===== src/rtl/vga_timing_decoder.sv =====
// Receive-side VGA timing decoder: recovers pixel coordinates from incoming
// hsync/vsync/de, measures line and frame totals, and reports timing lock.
module vga_timing_decoder #(
    parameter int HW          = 11,
    parameter int VW          = 10,
    parameter int HS_POL      = 1,
    parameter int VS_POL      = 1,
    parameter int LOCK_FRAMES = 2
) (
    input  logic          clk,
    input  logic          reset,
    input  logic          hsync,
    input  logic          vsync,
    input  logic          de,
    output logic          pixel_valid,
    output logic [HW-1:0] x,
    output logic [VW-1:0] y,
    output logic          line_start,
    output logic          frame_start,
    output logic [HW-1:0] h_total,
    output logic [VW-1:0] v_total,
    output logic          locked
);
    // state    | meaning
    // UNLOCKED | counting consecutive frames with identical h/v totals
    // LOCKED   | timing stable; any mismatch or sync timeout drops lock
    typedef enum logic {UNLOCKED, LOCKED} lock_state_t;

    localparam logic          HS_ACT   = (HS_POL != 0);
    localparam logic          VS_ACT   = (VS_POL != 0);
    localparam logic [HW-1:0] HMAX     = {HW{1'b1}};
    localparam logic [HW-1:0] HMAX_M1  = HMAX - HW'(1);
    localparam logic [VW-1:0] VMAX     = {VW{1'b1}};
    localparam logic [VW-1:0] VMAX_M1  = VMAX - VW'(1);
    localparam logic [3:0]    LOCK_TGT = 4'(LOCK_FRAMES);

    logic          s1_hsync, s2_hsync, s1_vsync, s2_vsync, s1_de, s2_de;
    logic [1:0]    prime;
    logic [HW-1:0] hcnt, prev_h, h_meas, h_new;
    logic [VW-1:0] vcnt, prev_v;
    logic          prev_valid;
    logic          h_edge, v_edge, de_rise, de_fall, h_to, v_to, same_timing;
    lock_state_t   state, state_nxt;
    logic [3:0]    match_cnt, match_nxt;

    // Edges are ignored until s2 holds a real pin sample, so a sync held
    // active through reset does not produce a pulse on release.
    assign h_edge  = prime[1] && (s1_hsync == HS_ACT) && (s2_hsync != HS_ACT);
    assign v_edge  = prime[1] && (s1_vsync == VS_ACT) && (s2_vsync != VS_ACT);
    assign de_rise = s1_de && !s2_de;
    assign de_fall = !s1_de && s2_de;

    assign h_meas      = (hcnt == HMAX) ? HMAX : hcnt + HW'(1);
    assign h_new       = h_edge ? h_meas : h_total;
    assign h_to        = (hcnt == HMAX_M1) && !h_edge;
    assign v_to        = h_edge && !v_edge && (vcnt == VMAX_M1);
    assign same_timing = prev_valid && (h_new == prev_h) && (vcnt == prev_v);

    always_ff @(posedge clk) begin
        if (reset) begin
            s1_hsync    <= ~HS_ACT;
            s2_hsync    <= ~HS_ACT;
            s1_vsync    <= ~VS_ACT;
            s2_vsync    <= ~VS_ACT;
            s1_de       <= 1'b0;
            s2_de       <= 1'b0;
            prime       <= 2'b00;
            line_start  <= 1'b0;
            frame_start <= 1'b0;
            hcnt        <= '0;
            vcnt        <= '0;
            h_total     <= '0;
            v_total     <= '0;
            pixel_valid <= 1'b0;
            x           <= '0;
            y           <= '0;
            prev_h      <= '0;
            prev_v      <= '0;
            prev_valid  <= 1'b0;
        end else begin
            s1_hsync    <= hsync;
            s2_hsync    <= s1_hsync;
            s1_vsync    <= vsync;
            s2_vsync    <= s1_vsync;
            s1_de       <= de;
            s2_de       <= s1_de;
            prime       <= {prime[0], 1'b1};
            line_start  <= h_edge;
            frame_start <= v_edge;

            if (h_edge)
                hcnt <= '0;
            else if (hcnt != HMAX)
                hcnt <= hcnt + HW'(1);

            if (h_to)
                h_total <= HMAX;
            else if (h_edge)
                h_total <= h_meas;

            // A line starting together with vsync is already line 0 of the frame.
            if (v_edge)
                vcnt <= h_edge ? VW'(1) : '0;
            else if (h_edge && vcnt != VMAX)
                vcnt <= vcnt + VW'(1);

            if (v_edge) begin
                v_total    <= vcnt;
                prev_h     <= h_new;
                prev_v     <= vcnt;
                prev_valid <= 1'b1;
            end

            pixel_valid <= s1_de;
            if (de_rise)
                x <= '0;
            else if (s1_de)
                x <= x + HW'(1);

            if (v_edge)
                y <= '0;
            else if (de_fall)
                y <= y + VW'(1);
        end
    end

    always_ff @(posedge clk) begin
        if (reset) begin
            state     <= UNLOCKED;
            match_cnt <= '0;
        end else begin
            state     <= state_nxt;
            match_cnt <= match_nxt;
        end
    end

    always_comb begin
        state_nxt = state;
        match_nxt = match_cnt;
        if (h_to || v_to) begin
            state_nxt = UNLOCKED;
            match_nxt = '0;
        end else if (v_edge) begin
            case (state)
                UNLOCKED: begin
                    if (same_timing) begin
                        match_nxt = match_cnt + 4'd1;
                        if (match_cnt + 4'd1 >= LOCK_TGT)
                            state_nxt = LOCKED;
                    end else begin
                        match_nxt = '0;
                    end
                end
                LOCKED: begin
                    if (!same_timing) begin
                        state_nxt = UNLOCKED;
                        match_nxt = '0;
                    end
                end
                default: begin
                    state_nxt = UNLOCKED;
                    match_nxt = '0;
                end
            endcase
        end
    end

    assign locked = (state == LOCKED);

endmodule


===== config.mk =====
export PLATFORM = sky130hd
export DESIGN_NAME = vga_timing_decoder
export DESIGN_NICKNAME = d
export VERILOG_FILES = /design/src/rtl/vga_timing_decoder.sv
export SDC_FILE = /design/constraint.sdc
export NUM_CORES = 1
export LEC_CHECK = 0
export ABC_AREA = 0
export CORE_MARGIN = 3
export CORE_UTILIZATION = 52
export CTS_BUF_LIST = sky130_fd_sc_hd__clkbuf_8
export DETAILED_ROUTE_END_ITERATION = 8
export PLACE_DENSITY = 0.76
export SLEW_MARGIN = 20
export SYNTH_ARGS = -nofsm -noshare
export SYNTH_HDL_FRONTEND = slang
export SYNTH_SLANG_ARGS = --single-unit

===== constraint.sdc =====
create_clock -name clk -period 2.6 [get_ports clk]
set_input_delay 0.26 -clock clk [delete_from_list [all_inputs] [get_ports clk]]
set_output_delay 0.26 -clock clk [all_outputs]
set_load 0.02 [all_outputs]

==> metrics.yaml, run 1 <==
layout:
  num_antenna_cells: 0
  final_nets: 534
  fillers: 626
  final_area_sq_um: 4800
  area_delta_synth_final_pct: 19.6
  drive_gt1_share_pct: 6.65
pwr:
  power_switching_w: 0.000591
  pwr-share-seq_pct: 58.1
  p_per_area_nw_per_um2: 508
  static-leakage-power_nw: 1.66
  ir_drop_mv: 0.350
  total_power_w: 0.00244
  power_frac_comb_pct: 5.7
  clkPwrFrac_pct: 36.2
  power.internal_w: 0.00185
  switching_share_pct: 24.2
run:
  drv_cap: 0
setup_path:
  slowest_delay_ps: 490
  crit_cells: 9
  crit_arrival_ps: 2740
  crit_type: "reg -> reg"
  end_kind: "flop"
  cp_top_family: "simple AND/OR/NAND/NOR gates"
  startpoint_type: "flop"
  path_cells: "nand3_1 > or3_1 > buf_4 > o21a_1 > a22oi_1 > a21oi_1 > nor3_4 > nand4_1 > a31oi_1"
  reg2reg_to: "match_cnt[1]"
  ff2ff_path_depth: 9
  cp_slowest_cell: "dfxtp_1"
  path_buf_inv: 1
  r2r_slack_ps: 140
  cp_max_fo: 9
  r2r_start: "hcnt[8]"
  critPathRequiredTime_ps: 2880
logic_synthesis:
  synth_area_leaders: "dfxtp_1, nor2_1, a21oi_1, xnor2_1, xor2_1"
  syn_inst: 476
  yosysWarnings: 0
  yosysSeqAreaShare_pct: 44.8
  synth.distinct_cells: 47
  syn_area_per_cell_sq_um: 8.44
  synth_top_area_cell: "dfxtp_1"
  synth.top_cell.area_share_pct: 44.8
  yosys_most_used_dff: "dfxtp_1"
  netlist_area_sq_um: 4020
  synthArstFlopShare_pct: 0
  ys_top_cells_by_count: "dfxtp_1, nor2_1, nand2_1, a21oi_1"
  syn_nets: 489
  synth_edf_count: 0
  synth_seq_cells: 90
  yosysMostFrequentCell: "dfxtp_1"
die:
  die-area_sq_um: 8820
  die_w_um: 93.9
  start_util_pct: 54.5
  num_rows: 31
  ios: 51
  core_region_area_sq_um: 7370
  die_h_um: 93.9
cts:
  cts_buffer_depth: 2
  cts_hold_buf: 0
  numCtsBuffers: 9
  h-tree-depth: 3
  clk_pin_slew_ps: 90
  worstSkewPairLatency_ps: 360
  cts-root-buf: "clkbuf_8"
  cts_tree: "done"
  clock_sinks: 90
min_path:
  min_path_cells: 2
  hold_path_class: "in -> reg"
  hp-start: "de"
  min_to: "s1_de"
drt:
  drt_first_iter_violations: 153
  first_pass_iters: 4
  vias: 3442
  antenna_left: 0
  avgRoutedWirePerCell_um: 14.3
  via_per_inst: 5.51
  routed_wl_um: 8930
  drc_errors: 0
timing:
  tightest_slew_ps: 722
  finalCriticalPeriod_ps: 2460
  setup_viol: 0
  rsz0062_at_grt: "no"
  period_share_pct: 94.6
  setup_slack_ps: 141
  fin_hold_ws_ps: 455
  slew_violations: 0
  hold_viol: 0
  timing.fmax_mhz: 407
  maxSlewHeadroom_pct: 51.7
  fin_skew_ps: 8.93
  tns_ps: 0
global_route:
  grt_pass1_wl_um: 15200
  grt_overflow: 0
  grt_pass1_vias: 3283
  antenna_found_initial: 0
  grtUsageTotal_pct: 21.6
  grt_max_degree: 44
place:
  place.gp.congestion: 0.881
  placed_area_sq_um: 4610
  dp_hpwl_um: 6350
  dp_slack_ps: 200
  place.port_buffers: 50
run_status:
  status: "finished clean"
## sequential cells by signal, indices dropped and copies added (netlist names)
register / flops
y: 10
hcnt: 11
s1_hsync: 1
x: 11
match_cnt: 4
s1_vsync: 1
prime: 2
h_total: 11
s2_vsync: 1
locked: 1
s1_de: 1
line_start: 1
prev_valid: 1
vcnt: 10
frame_start: 1
s2_hsync: 1
s2_de: 1
prev_h: 11
prev_v: 10
## cells in the final DEF (no fill, tap or decap), drive strengths merged, types with 2 or more instances in the layout
cell type / Yosys / routed
or3: 6 / 6
and4: 3 / 3
a211oi: 7 / 7
a41oi: 3 / 3
o211ai: 3 / 3
mux2i: 4 / 4
dfxtp: 90 / 90
nor3: 9 / 9
and2: 2 / 2
xor2: 25 / 25
xnor2: 25 / 25
o22ai: 3 / 3
o21ai: 6 / 6
nand3: 18 / 18
buf: 4 / 12
nor2b: 8 / 8
a31oi: 8 / 8
nor2: 62 / 62
inv: 14 / 17
o21a: 4 / 4
a21oi: 47 / 47
nand4: 12 / 12
nand2b: 2 / 2
clkdlybuf4s50: 0 / 50
and3: 8 / 8
or2: 2 / 2
ha: 8 / 8
nor4: 4 / 4
clkbuf: 24 / 11
nand2: 53 / 53
## final cells by class
cell class	count	area, sq um	area share, %
multi-input cells	344	2050	42.7
flip-flops and latches	90	1800	37.6
inverters	14	52.6	1.09
clock inverters	5	28.8	0.599
repair buffers	62	591	12.3
clock buffers	11	151	3.15
well taps	99	124	2.58
## metal layers
layer  track usage (%)  vias up  part of all wire (%)
met3              6.09       13                   6.0
li1                  -     1718                     -
met5                 0        -                     0
met2              35.7      108                    49
met1              26.7     1603                    44
met4              7.94        0                   1.7
## how the worst max path moves through the flow
stage / startpoint / end / slack (ps)
final: hcnt[8] / match_cnt[1] / 140
after global routing: hcnt[0] / match_cnt[1] / 20
after CTS: hcnt[0] / locked / 180
after detailed placement: hcnt[0] / locked / 200
after global placement: prime[1] / locked / 260
after floorplan: hcnt[1] / locked / 70
## stage by stage
stage,instances,utilization [%]
after floorplan,476,-
after global placement,608,62.6
after detailed placement,608,62.6
after CTS,624,65.1
after global routing,625,65.2
final,625,65.2
## logic make-up after synthesis
| kind of cell | share of synthesized area, % |
|---|---|
| AO/OA/AOI/OAI | 13.7 |
| XOR/XNOR | 10.9 |
| adder cells (fa/ha/maj) | 2.49 |
| buffers and inverters | 4.05 |
| flip-flops | 44.8 |
| multiplexers | 1.28 |
| AND/OR/NAND/NOR | 22.7 |
## power by group through the flow
stage / Clock, W / Combinational, W / Sequential (W)
6_report: 0.000882 / 0.000140 / 0.00142
5_1_grt: 0.000960 / 0.000155 / 0.00142
4_1_cts: 0.000908 / 0.000141 / 0.00142
3_5_place_dp: 0 / 0.000140 / 0.00145
3_3_place_gp: 0 / 0.000137 / 0.00145
2_1_floorplan: 0 / 0.0000894 / 0.00145
## what timing repair did
action	in CTS	in global routing
hold endpoints to repair	0	0
gates resized for setup	0	2
buffers inserted	0	1
endpoints found under the setup margin	0	5
(Power assumes the default switching activity.)
==> inputs of run 2 (changes only) <==
--- a/config.mk
+++ b/config.mk
@@ -6,11 +6,12 @@
 export NUM_CORES = 1
 export LEC_CHECK = 0
 export ABC_AREA = 0
-export CORE_MARGIN = 3
-export CORE_UTILIZATION = 52
+export CORE_MARGIN = 4
+export CORE_UTILIZATION = 59
 export CTS_BUF_LIST = sky130_fd_sc_hd__clkbuf_8
 export DETAILED_ROUTE_END_ITERATION = 8
-export PLACE_DENSITY = 0.76
+export DONT_BUFFER_PORTS = 1
+export PLACE_DENSITY = 0.75
 export SLEW_MARGIN = 20
 export SYNTH_ARGS = -nofsm -noshare
 export SYNTH_HDL_FRONTEND = slang
==> run 2 against run 1 <==
Critical path depth is 1 higher. Flip-flop and latch count stayed put. First-iteration DRC count is 9.8% higher. Via count is 7.3% lower. Critical path type unchanged. Highest routed layer unchanged.
==> metrics.yaml, run 2 (synthesis gave the netlist of run 1 again) <==
drt:
  vias: 3191
  antenna_left: 0
  avgRoutedWirePerCell_um: 15.2
  via_per_inst: 5.74
  drt_first_iter_violations: 168
  routed_wl_um: 8430
  drc_errors: 0
  first_pass_iters: 4
timing:
  period_share_pct: 94.4
  hold_viol: 0
  timing.fmax_mhz: 407
  finalCriticalPeriod_ps: 2460
  tightest_slew_ps: 522
  maxSlewHeadroom_pct: 65.2
  slew_violations: 0
  tns_ps: 0
  fin_skew_ps: 7.80
  setup_viol: 0
  setup_slack_ps: 145
setup_path:
  startpoint_type: "flop"
  path_cells: "ha_1 > nand3_2 > or3_4 > buf_4 > o21a_1 > a22oi_1 > a21oi_1 > nor3_4 > nand2_1 > a211oi_2"
  cp_max_fo: 8
  r2r_start: "hcnt[1]"
  slowest_delay_ps: 380
  cp_slowest_cell: "dfxtp_2"
  end_kind: "flop"
  path_buf_inv: 1
  crit_arrival_ps: 2740
  critPathRequiredTime_ps: 2880
  setup.worst_path.start: "hcnt[1]"
  crit_type: "reg -> reg"
  cp_top_family: "simple AND/OR/NAND/NOR gates"
min_path:
  hp-start: "de"
  hold_path_class: "in -> reg"
place:
  place.port_buffers: 0
  dpl.cell_count: 539
  dp_slack_ps: 54.8
  place.gp.congestion: 0.909
  dp_hpwl_um: 5970
  placed_area_sq_um: 4110
run:
  drv_cap: 0
layout:
  num_antenna_cells: 0
  layout_common_cells: "dfxtp_1, nor2_1, nand2_1"
  area_delta_synth_final_pct: 9.16
  drive_gt1_share_pct: 10.0
  seqCellArea_sq_um: 1810
  multi_input_area_sq_um: 2070
  final_nets: 488
  stdcell_count: 556
  fillers: 525
  final_common_cell: "dfxtp_1"
  final_area_sq_um: 4390
pwr:
  power.internal_w: 0.00203
  clkPwrFrac_pct: 40.9
  switching_share_pct: 22.2
  power_frac_comb_pct: 4.4
  pwr-share-seq_pct: 54.7
  ir_drop_mv: 0.371
  static-leakage-power_nw: 1.54
  p_per_area_nw_per_um2: 595
  power_switching_w: 0.000579
cts:
  clock_sinks: 90
  cts_tree: "done"
  clk_pin_slew_ps: 80
  numCtsBuffers: 9
  h-tree-depth: 3
  cts_buffer_depth: 2
  cts-root-buf: "clkbuf_8"
  worstSkewPairLatency_ps: 360
die:
  core_region_area_sq_um: 6490
  num_rows: 29
  die_h_um: 90.5
  start_util_pct: 61.9
  die-area_sq_um: 8190
  die_w_um: 90.5
  ios: 51
global_route:
  grt_overflow: 0
  grt_pass1_wl_um: 14400
  grt_pass1_vias: 3026
  antenna_found_initial: 0
  grt_max_degree: 43
  grtUsageTotal_pct: 21.3
run_status:
  status: "finished clean"
==> run 2: worst paths after layout <==
kind | end | slack (ps) | cells after the start
setup / recovery | locked | 140 | 10
hold / removal | s1_de | 30 | 1
hold reg to reg | prime[1] | 440 | 1
setup reg to reg | locked | 140 | 10
==> run 2: through the flow <==
| step | utilization [%] | power [W] | hold slack [ps] |
|---|---|---|---|
| global route | 67.5 | 0.00271 | 9.48 |
| global placement | 63.3 | 0.00156 | 336 |
| floorplan | - | 0.00154 | 388 |
| detailed placement | 63.3 | 0.00156 | 335 |
| CTS | 67.0 | 0.00263 | 15.7 |
| finish | 67.5 | 0.00261 | 33.0 |
==> run 2: final cells by class <==
class | count | share of cell area, %
multi-input combinational | 344 | 47.2
inverter | 14 | 1.20
timing repair buffer | 16 | 3.02
tap | 77 | 2.20
sequential | 90 | 41.3
clock inverter | 4 | 1.68
clock buffer | 11 | 3.45
==> run 2: power groups by stage <==
stage	registers, W	clock network (W)	logic, W
after floorplan	0.00145	0	0.0000894
after global placement	0.00146	0	0.0000996
after detailed placement	0.00146	0	0.000101
after CTS	0.00143	0.00109	0.000115
after global routing	0.00143	0.00115	0.000128
final	0.00143	0.00107	0.000115
==> run 2: worst reg2reg max path, cell delays in order, from the launching register on <==
cell and delay [ps]:
dfxtp_2 380, ha_1 210, nand3_2 130, or3_4 360
buf_4 170, o21a_1 150, a22oi_1 200, a21oi_1 130
nor3_4 320, nand2_1 110, a211oi_2 210
==> run 2: what timing repair did <==
| action | 4_1_cts | 5_1_grt |
|---|---|---|
| endpoints found under the hold margin | 42 | 0 |
| setup buffers | 0 | 1 |
| hold buffers | 1 | 0 |
| setup endpoints to repair | 0 | 5 |
| resized for setup | 0 | 10 |
==> run 2: routing by layer <==
layer / vias to the layer above / track usage [%] / part of all wire [%]
li1: 1629 / - / -
met3: 14 / 8.33 / 7.2
met4: 0 / 6.38 / 1.7
met2: 89 / 33.2 / 46
met5: - / 0 / 0
met1: 1459 / 27.2 / 45
